**config.mk**
```make
export PLATFORM = sky130hd
export DESIGN_NAME = seg7_scan_controller
export DESIGN_NICKNAME = d
export VERILOG_FILES = /design/src/rtl/seg7_scan_controller.sv
export SDC_FILE = /design/constraint.sdc
export NUM_CORES = 1
export LEC_CHECK = 0
export BUFFER_PORTS_ARGS = -buffer_cell sky130_fd_sc_hd__buf_2
export CORE_ASPECT_RATIO = 0.9
export CORE_MARGIN = 1
export CORE_UTILIZATION = 60
export CTS_CLUSTER_SIZE = 8
export DETAILED_ROUTE_END_ITERATION = 7
export HOLD_SLACK_MARGIN = 0.15
export PLACE_DENSITY = 0.88
export SLEW_MARGIN = 20
export SYNTH_ARGS = -nofsm -noshare
export SYNTH_HDL_FRONTEND = slang
export SYNTH_SLANG_ARGS = --single-unit
```
**constraint.sdc**
```tcl
create_clock -name clk -period 3.3 [get_ports clk]
set_input_delay 0.66 -clock clk [delete_from_list [all_inputs] [get_ports clk]]
set_output_delay 0.66 -clock clk [all_outputs]
set_load 0.005 [all_outputs]
```
**src/rtl/seg7_scan_controller.sv**
```systemverilog
// Four-digit multiplexed 7-segment driver: loads a 14-bit binary value, converts it to BCD one bit per
// cycle (double dabble), and scans the digits with a blanked dead-time at the start of each slot.
module seg7_scan_controller #(
   parameter int SCAN_DIV     = 100000,
   parameter int BLANK_CYCLES = 1000,
   parameter int LZ_BLANK     = 1
) (
   input  logic        clk,
   input  logic        reset,
   input  logic [13:0] value,
   input  logic        load,
   input  logic        blank,
   output logic        busy,
   output logic        overflow,
   output logic [6:0]  seg,
   output logic [3:0]  an
);

   localparam int CW = (SCAN_DIV > 2) ? $clog2(SCAN_DIV) : 1;
   localparam logic [CW-1:0] SLOT_LAST = CW'(SCAN_DIV - 1);
   localparam logic [CW-1:0] BLANK_END = CW'(BLANK_CYCLES);

   typedef enum logic {IDLE, CONV} state_t;

   state_t        state_q, state_d;
   logic [13:0]   bin_q, bin_d;
   logic [15:0]   bcd_q, bcd_d;
   logic [3:0]    cnt_q, cnt_d;
   logic          ovf_pend_q, ovf_pend_d;
   logic [15:0]   disp_q, disp_d;
   logic          ovf_q, ovf_d;
   logic          busy_q, busy_d;
   logic [CW-1:0] slot_q, slot_d;
   logic [1:0]    dig_q, dig_d;
   logic [3:0]    an_q, an_d;
   logic [6:0]    seg_q, seg_d;

   logic [15:0]   bcd_adj;
   logic [29:0]   shift_w;
   logic [3:0]    upper_zero;
   logic [3:0]    nib;
   logic          suppress, active;

   // Add-3 correction on every nibble before the shift.
   generate
      for (genvar gi = 0; gi < 4; gi++) begin : g_adj
         assign bcd_adj[gi*4 +: 4] = (bcd_q[gi*4 +: 4] >= 4'd5) ? bcd_q[gi*4 +: 4] + 4'd3
                                                                : bcd_q[gi*4 +: 4];
      end
      for (genvar gi = 1; gi < 4; gi++) begin : g_uz
         assign upper_zero[gi] = (disp_q[15:gi*4] == '0);
      end
   endgenerate
   assign upper_zero[0] = 1'b0;

   // Bits leaving bcd[15] belong to a ten-thousands digit, so any of them means the value exceeds 9999.
   assign shift_w = {bcd_adj[14:0], bin_q, 1'b0};

   always_comb begin
      state_d    = state_q;
      bin_d      = bin_q;
      bcd_d      = bcd_q;
      cnt_d      = cnt_q;
      ovf_pend_d = ovf_pend_q;
      disp_d     = disp_q;
      ovf_d      = ovf_q;
      busy_d     = busy_q;
      case (state_q)
         IDLE: begin
            if (load) begin
               bin_d      = value;
               bcd_d      = '0;
               cnt_d      = 4'd14;
               ovf_pend_d = 1'b0;
               busy_d     = 1'b1;
               state_d    = CONV;
            end
         end
         CONV: begin
            bin_d      = shift_w[13:0];
            bcd_d      = shift_w[29:14];
            cnt_d      = cnt_q - 4'd1;
            ovf_pend_d = ovf_pend_q | bcd_adj[15];
            if (cnt_q == 4'd1) begin
               disp_d  = shift_w[29:14];
               ovf_d   = ovf_pend_q | bcd_adj[15];
               busy_d  = 1'b0;
               state_d = IDLE;
            end
         end
         default: state_d = IDLE;
      endcase
   end

   always_comb begin
      slot_d = (slot_q == SLOT_LAST) ? '0 : slot_q + 1'b1;
      dig_d  = (slot_q == SLOT_LAST) ? dig_q + 2'd1 : dig_q;
      case (dig_q)
         2'd0:    nib = disp_q[3:0];
         2'd1:    nib = disp_q[7:4];
         2'd2:    nib = disp_q[11:8];
         default: nib = disp_q[15:12];
      endcase
      suppress = (LZ_BLANK != 0) && !ovf_q && upper_zero[dig_q];
      active   = !blank && (slot_q >= BLANK_END) && !suppress;
      an_d     = 4'hF;
      seg_d    = 7'h7F;
      if (active) begin
         an_d = ~(4'b0001 << dig_q);
         if (ovf_q) begin
            seg_d = 7'h3F;
         end else begin
            case (nib)
               4'd0:    seg_d = 7'h40;
               4'd1:    seg_d = 7'h79;
               4'd2:    seg_d = 7'h24;
               4'd3:    seg_d = 7'h30;
               4'd4:    seg_d = 7'h19;
               4'd5:    seg_d = 7'h12;
               4'd6:    seg_d = 7'h02;
               4'd7:    seg_d = 7'h78;
               4'd8:    seg_d = 7'h00;
               4'd9:    seg_d = 7'h10;
               default: seg_d = 7'h7F;
            endcase
         end
      end
   end

   always_ff @(posedge clk or posedge reset) begin
      if (reset) begin
         state_q    <= IDLE;
         bin_q      <= '0;
         bcd_q      <= '0;
         cnt_q      <= '0;
         ovf_pend_q <= 1'b0;
         disp_q     <= '0;
         ovf_q      <= 1'b0;
         busy_q     <= 1'b0;
         slot_q     <= '0;
         dig_q      <= '0;
         an_q       <= 4'hF;
         seg_q      <= 7'h7F;
      end else begin
         state_q    <= state_d;
         bin_q      <= bin_d;
         bcd_q      <= bcd_d;
         cnt_q      <= cnt_d;
         ovf_pend_q <= ovf_pend_d;
         disp_q     <= disp_d;
         ovf_q      <= ovf_d;
         busy_q     <= busy_d;
         slot_q     <= slot_d;
         dig_q      <= dig_d;
         an_q       <= an_d;
         seg_q      <= seg_d;
      end
   end

   assign busy     = busy_q;
   assign overflow = ovf_q;
   assign seg      = seg_q;
   assign an       = an_q;

endmodule

```
==> results of run 1 <==
-- sequential cells by signal, summed over array words and instances (netlist names) --
register	cells
slot_q	17
bcd_q	16
disp_q	16
bin_q	14
seg	7
an	4
cnt_q	4
dig_q	2
busy	1
overflow	1
ovf_pend_q	1
state_q	1
-- kinds of logic (layout without fill, tap and decap cells) --
| kind of cell | count (synthesis) | in the layout | synth area share, % |
|---|---|---|---|
| buffers and inverters | 40 | 76 | 3.79 |
| xor gates and xnor gates | 21 | 21 | 4.42 |
| and+or+nand+nor | 139 | 139 | 16.4 |
| adders and majority gates | 18 | 18 | 5.42 |
| DFF | 84 | 84 | 50.9 |
| AOI/OAI and AO/OA | 94 | 94 | 14.1 |
| muxes | 20 | 20 | 5.03 |
-- report_power, final --
part	switching, µW	total (µW)	leakage (µW)	internal, µW
sequential	256	1570	0.00105	1320
clock	350	715	0.0000967	365
combinational	729	1290	0.000915	565
total	1330	3580	0.00206	2250
-- worst reg2reg max path: stages, from the launching register on --
cell and delay [ns]:
sky130_fd_sc_hd__dfrtp_1 0.43, sky130_fd_sc_hd__inv_1 0.12, sky130_fd_sc_hd__ha_1 0.28, sky130_fd_sc_hd__a222oi_1 0.45
sky130_fd_sc_hd__mux2i_2 0.23, sky130_fd_sc_hd__ha_1 0.37, sky130_fd_sc_hd__a21oi_1 0.15, sky130_fd_sc_hd__o21ai_1 0.08
-- metrics by stage --
| stage | utilization, % | setup WS [ns] |
|---|---|---|
| after floorplan | - | 0.493 |
| after global placement | 66.4 | 1.26 |
| after detailed placement | 66.4 | 1.12 |
| after CTS | 69.3 | 1.11 |
| after global routing | 69.3 | 0.983 |
| final | 69.3 | 1.11 |
-- layer usage --
metal / global-route usage (%) / part of all wire, % / vias up / routed length [µm]
li1: - / - / 1495 / -
met1: 30.3 / 47 / 1485 / 3570
met2: 40.1 / 49 / 59 / 3720
met3: 7.30 / 3.6 / 6 / 274
met4: 7.54 / 0.89 / 0 / 68
met5: 0 / 0 / - / 0
-- placed cells by master (no fill, tap or decap), drive strengths merged, types with 9 or more instances in the layout --
master / instances
dfrtp: 73
nand2: 60
o21ai: 42
buf: 35
nor2: 31
a21oi: 24
inv: 23
ha: 18
mux2i: 16
xnor2: 13
dfstp: 11
clkbuf: 11
nor3: 9
-- worst paths after layout --
check	startpoint	end	cells after the start
worst max-delay path	dig_q[0]$_DFFE_PP0N_	seg[1]$_DFF_PP1_	7
max in group asynchronous	reset	overflow$_DFFE_PP0P_	3
worst max register to register	dig_q[0]$_DFFE_PP0N_	seg[1]$_DFF_PP1_	7
worst min register to register	bin_q[4]$_DFFE_PP0P_	bin_q[5]$_DFFE_PP0P_	2
worst min-delay path	reset	bin_q[10]$_DFFE_PP0P_	2
min in group clk	bin_q[4]$_DFFE_PP0P_	bin_q[5]$_DFFE_PP0P_	2
-- layout make-up --
cell class,count,share of cell area (%)
flip-flops and latches,84,46.1
clock buffers,11,3.08
clock inverters,5,1.12
multi-input cells,292,41.1
repair buffers,35,4.09
inverters,25,2.07
well taps,90,2.45
==> flow_summary.json, run 1 <==
{
  "final_area_um2": 4590,
  "synthDominantCellAreaShare_pct": 43.9,
  "dieArea_um2": 7270,
  "synth-warning-count": 0,
  "run_status": "finished, final reports clean",
  "detailroute.via_count": 3045,
  "post-cts-setup-buffer-count": 0,
  "period_needed_ns": 2.19,
  "dpl.cell_count": 526,
  "cts.reportedPaths.clkPinSlew_ns": 0.08,
  "tns_ns": 0,
  "p_per_area_nw_per_um2": 780,
  "cts_buffers": 9,
  "postSynth.topFlopCell": "sky130_fd_sc_hd__dfrtp_1",
  "number_of_global_route_vias_before_repair": 2968,
  "yosys_register_bits": 84,
  "worst-r2r-setup-slack_ns": 1.11,
  "hp-class": "primary input to async pin",
  "number_of_max_slew_violations_in_the_final_report": 0,
  "syn_area_um2": 4160,
  "insertedDiodeCount": 0,
  "netlist_cell_types": 51,
  "placed_cell_area_um2": 4400,
  "area_growth_pct": 10.4,
  "cts-hold-fix-buffers": 0,
  "timing.critical_path.slowest_stage_cell": "sky130_fd_sc_hd__a222oi_1",
  "io_pins": 31,
  "initial_utilization_pct": 62.8,
  "grt_setup_unrepaired": "no",
  "root_buffer": "sky130_fd_sc_hd__clkbuf_8",
  "post_drt_via_cell_ratio": 5.62,
  "worst_setup_path_start_kind": "register",
  "grt_antenna_before_repair": 0,
  "cellLeakagePower_uw": 0.00206,
  "drtPass1Iterations": 4,
  "layout_worst_path_cycle_share_pct": 66.5,
  "grt_start_max_net_pins": 41,
  "post_drt_wl_per_cell_um": 14.1,
  "timing.critical_path.cells": "inv_1 -> ha_1 -> a222oi_1 -> mux2i_2 -> ha_1 -> a21oi_1 -> o21ai_1",
  "layout.nets": 483,
  "synth_sequential_area_ratio_pct": 50.9,
  "clockBufferDepth": 2,
  "worst_clock_skew_ns": 0.00766,
  "post_cts_resize_count": 0,
  "cts_max_level": 3,
  "max_clock_freq_mhz": 456,
  "synth-async-reset-ratio_pct": 100,
  "crit_family": "compound AO/OA/AOI/OAI gates",
  "worst-path-buf-inv": 1,
  "port_buffers": 30,
  "final.fill_count": 480,
  "synthesis.area_per_instance_um2": 9.99,
  "total_chip_power_uw": 3580,
  "worst_slew_margin_rel_pct": 37.9,
  "critical_path_class": "register to register",
  "max_cap_viol_count": 0,
  "synth_edf_count": 0,
  "gp_routability_congestion": 0.871,
  "rows": 28,
  "hpwlAfterDp_um": 5520,
  "crit_path_max_fanout": 6,
  "critical-path-top-cell-by-count": "sky130_fd_sc_hd__ha_1",
  "die-height_um": 81.0,
  "worst_slew_pin_slew_ns": 0.932,
  "global_route.overflow_total": 0,
  "chipWidth_um": 89.7,
  "hold_slack_ns": 0.278,
  "gr-usage-all-layers_pct": 24.0,
  "multi_input_comb_area_um2": 1880,
  "synth_fp_nets": 452,
  "cp_data_arrival_time_ns": 2.47,
  "syn_inst": 416,
  "placeableCoreArea_um2": 6620,
  "initialDrtViolationCount": 211,
  "synthMostInstantiatedCell": "sky130_fd_sc_hd__dfrtp_1",
  "cts_sinks": 84,
  "synth_common_cells": "73 x sky130_fd_sc_hd__dfrtp_1, 60 x sky130_fd_sc_hd__nand2_1, 29 x sky130_fd_sc_hd__nor2_1, 22 x sky130_fd_sc_hd__a21oi_1, 22 x sky130_fd_sc_hd__inv_1",
  "worstPathRequired_ns": 3.57,
  "max_stage_delay_ns": 0.45,
  "total_of_endpoints_with_negative_setup_slack_in_the_final_report": 0,
  "netlist_top_cells_area": "sky130_fd_sc_hd__dfrtp_1 44%, sky130_fd_sc_hd__dfstp_2 7.0%, sky130_fd_sc_hd__ha_1 5.4%",
  "finalWirelength_um": 7630,
  "ir_worst_vdd_uv": 463,
  "layoutNonFillerInstCount": 542,
  "netlist.top_cell.by_area": "sky130_fd_sc_hd__dfrtp_1",
  "post_route_cells_drive_above_1_share_pct": 18.6,
  "seqCellArea_um2": 2120,
  "critical_path.endpoint_type": "register",
  "tritoncts": "built",
  "ant_nets": 0,
  "clkLatencyLatePin_ns": 0.35,
  "grt_first_pass_wirelength_um": 13600,
  "report.final.hold_viol_count": 0,
  "drc_errors": 0
}
No activity file was read; power rests on OpenSTA's default activity.
==> run 2, diff against run 1 <==
--- a/config.mk
+++ b/config.mk
@@ -5,14 +5,15 @@
 export SDC_FILE = /design/constraint.sdc
 export NUM_CORES = 1
 export LEC_CHECK = 0
+export ABC_AREA = 1
 export BUFFER_PORTS_ARGS = -buffer_cell sky130_fd_sc_hd__buf_2
 export CORE_ASPECT_RATIO = 0.9
 export CORE_MARGIN = 1
-export CORE_UTILIZATION = 60
+export CORE_UTILIZATION = 54
 export CTS_CLUSTER_SIZE = 8
 export DETAILED_ROUTE_END_ITERATION = 7
 export HOLD_SLACK_MARGIN = 0.15
-export PLACE_DENSITY = 0.88
+export PLACE_DENSITY = 0.84
 export SLEW_MARGIN = 20
 export SYNTH_ARGS = -nofsm -noshare
 export SYNTH_HDL_FRONTEND = slang
==> constraint.sdc (replaced) <==
create_clock -name clk -period 2 [get_ports clk]
set_input_delay 0.4 -clock clk [delete_from_list [all_inputs] [get_ports clk]]
set_output_delay 0.4 -clock clk [all_outputs]
set_load 0.005 [all_outputs]
==> run 2 against run 1 <==
Against the previous run: non-clock buffer count shrank 1; setup slack lost 0.94 ns; clock power rose by 58%; register-to-register slack worse by 0.94 ns; sequential share of layout area fell by 0.56 points; design area grew 1.3%; worst hold slack lost 0.13 ns; sequential cell count did not move.
==> flow_summary.json, run 2 <==
{
  "max_clock_freq_mhz": 544,
  "netlist_cell_types": 35,
  "worst_slew_pin_slew_ns": 0.817,
  "placed_cell_area_um2": 4450,
  "dpl.cell_count": 616,
  "syn_inst": 496,
  "final_common_cell": "sky130_fd_sc_hd__nand2_1",
  "number_of_global_route_vias_before_repair": 3108,
  "detailroute.via_count": 3331,
  "ir_worst_vdd_uv": 686,
  "postSynth.topFlopCell": "sky130_fd_sc_hd__dfrtp_1",
  "final_area_um2": 4650,
  "number_of_max_slew_violations_in_the_final_report": 0,
  "critical_path_class": "register to register",
  "synthDominantCellAreaShare_pct": 43.6,
  "grt_antenna_before_repair": 0,
  "clockBufferDepth": 2,
  "synth_sequential_area_ratio_pct": 50.5,
  "port_buffers": 30,
  "worst-r2r-setup-slack_ns": 0.16,
  "cts_max_level": 3,
  "post_synth_xor_xnor_area_pct": 1.88,
  "chipWidth_um": 94.9,
  "hp-class": "primary input to async pin",
  "layout.nets": 567,
  "cellLeakagePower_uw": 0.00234,
  "post_synth_and_or_nand_nor_area_fraction_pct": 23.9,
  "total_chip_power_uw": 5940,
  "grt_start_max_net_pins": 85,
  "post_drt_via_cell_ratio": 5.27,
  "post-route-util_pct": 61.6,
  "final.fill_count": 645,
  "synth_fp_nets": 532,
  "top_register": "slot_q",
  "p_per_area_nw_per_um2": 1280,
  "global_route.overflow_total": 0,
  "yosys_register_bits": 84,
  "gp_routability_congestion": 0.922,
  "synth_edf_count": 0,
  "netlist.top_cell.by_area": "sky130_fd_sc_hd__dfrtp_1",
  "gr-usage-all-layers_pct": 21.9,
  "number_of_flip_flops_under_the_largest_register_name": 17,
  "synth-async-reset-ratio_pct": 100,
  "cts_buffers": 9,
  "synth-compound-area-share_pct": 11.5,
  "clkLatencyLatePin_ns": 0.35,
  "syn_area_um2": 4190,
  "drc_errors": 0,
  "synthMostInstantiatedCell": "sky130_fd_sc_hd__nand2_1",
  "area_growth_pct": 10.8,
  "initial_utilization_pct": 55.6,
  "worstPathRequired_ns": 2.30,
  "run_status": "finished, final reports clean",
  "root_buffer": "sky130_fd_sc_hd__clkbuf_8",
  "mostFrequentLayoutCells": "138 x sky130_fd_sc_hd__nand2_1, 72 x sky130_fd_sc_hd__dfrtp_1, 57 x sky130_fd_sc_hd__inv_1, 41 x sky130_fd_sc_hd__o21ai_0, 34 x sky130_fd_sc_hd__nor2_1",
  "layout_worst_path_cycle_share_pct": 91.9,
  "layoutNonFillerInstCount": 632,
  "placeableCoreArea_um2": 7540,
  "tns_ns": 0,
  "total_of_endpoints_with_negative_setup_slack_in_the_final_report": 0,
  "initialDrtViolationCount": 238,
  "report.final.hold_viol_count": 0,
  "post_drt_wl_per_cell_um": 12.6,
  "crit_path_max_fanout": 5,
  "dieArea_um2": 8120,
  "max_cap_viol_count": 0,
  "ant_nets": 0,
  "synth-warning-count": 0,
  "drtPass1Iterations": 5,
  "largest_registers": "slot_q x17, bcd_q x16, disp_q x16",
  "finalWirelength_um": 7960,
  "period_needed_ns": 1.84,
  "synth_fa_ha_area_share_pct": 5.37,
  "post-cts-setup-buffer-count": 0,
  "combinational_family_with_the_most_area_after_synthesis": "simple AND/OR/NAND/NOR gates",
  "worst_slew_margin_rel_pct": 45.5,
  "critical_path.endpoint_type": "register",
  "fraction_of_synthesized_area_in_multiplexers_pct": 0,
  "worst_setup_path_start_kind": "register",
  "grt_first_pass_wirelength_um": 13900,
  "cp_data_arrival_time_ns": 2.14,
  "io_pins": 31,
  "synth_common_cells": "138 x sky130_fd_sc_hd__nand2_1, 73 x sky130_fd_sc_hd__dfrtp_1, 58 x sky130_fd_sc_hd__inv_1, 41 x sky130_fd_sc_hd__o21ai_0, 35 x sky130_fd_sc_hd__nor2_1",
  "synthesis.area_per_instance_um2": 8.45,
  "cts_sinks": 84,
  "netlist_top_cells_area": "sky130_fd_sc_hd__dfrtp_1 44%, sky130_fd_sc_hd__nand2_1 12%, sky130_fd_sc_hd__dfstp_2 6.9%",
  "rows": 30,
  "die-height_um": 85.6,
  "worst_clock_skew_ns": 0.00784,
  "insertedDiodeCount": 0,
  "cts.reportedPaths.clkPinSlew_ns": 0.07,
  "post_route_cells_drive_above_1_share_pct": 17.0,
  "hpwlAfterDp_um": 5680,
  "tritoncts": "built"
}
[run 2: path summary, 6_finish.rpt]
kind,startpoint,end,depth (start not counted)
max reg2reg,dig_q[0]$_DFFE_PP0N_,seg[3]$_DFF_PP1_,10
min reg2reg,slot_q[0]$_DFF_PP0_,slot_q[0]$_DFF_PP0_,1
min,reset,bin_q[3]$_DFFE_PP0P_,3
max,dig_q[0]$_DFFE_PP0N_,seg[3]$_DFF_PP1_,10
max in group asynchronous,reset,seg[3]$_DFF_PP1_,3
min in group clk,value[9],bin_q[9]$_DFFE_PP0P_,3
[run 2: area by class of cell]
type | instances | area (µm²) | share of cell area (%)
clock buffers | 15 | 178 | 3.82
clock inverters | 1 | 5.00 | 0.108
inverters | 61 | 233 | 5.01
multi-input cells | 341 | 1800 | 38.8
flip-flops and latches | 84 | 2120 | 45.6
well taps | 96 | 120 | 2.58
repair buffers | 34 | 193 | 4.15
[run 2: cell families after synthesis]
family          count (synthesis)
xor+xnor                        9
simple gates                  231
buf+inv                        71
fa+ha+maj                      18
compound gates                 83
flops                          84
[run 2: worst max-delay path, stage by stage, from the launching register on]
cell                      delay, ns
sky130_fd_sc_hd__dfrtp_2       0.44
sky130_fd_sc_hd__inv_1         0.16
sky130_fd_sc_hd__ha_2          0.25
sky130_fd_sc_hd__nand2_1       0.06
sky130_fd_sc_hd__nand2_1       0.09
sky130_fd_sc_hd__nor2_1        0.07
sky130_fd_sc_hd__nor2_2        0.15
sky130_fd_sc_hd__ha_1          0.27
sky130_fd_sc_hd__o21ai_0       0.16
sky130_fd_sc_hd__nand2_1       0.07
sky130_fd_sc_hd__nand2_1       0.07
[run 2: repair_timing]
action / CTS / global route
endpoints found under the setup margin: 0 / 3
hold buffers: 0 / 0
gates resized for setup: 0 / 5
[run 2: power by group]
group | total, µW | internal, µW | switching (µW)
clock | 1130 | 562 | 566
sequential | 2550 | 2210 | 345
combinational | 2260 | 844 | 1420
total | 5940 | 3610 | 2330
[run 2: metal layers]
layer / global-route usage (%) / part of all wire, % / up-vias
li1: - / - / 1661
met1: 28.8 / 45 / 1575
met2: 35.6 / 49 / 83
met3: 5.14 / 3.9 / 12
met4: 6.89 / 1.5 / 0
met5: 0 / 0 / -
[run 2: through the flow]
| stage | setup WS (ns) | hold WS (ns) |
|---|---|---|
| floorplan | 0.310 | 0.451 |
| global placement | 0.237 | 0.473 |
| detailed placement | 0.130 | 0.473 |
| CTS | 0.102 | 0.168 |
| global route | -0.0151 | 0.216 |
| finish | 0.161 | 0.148 |
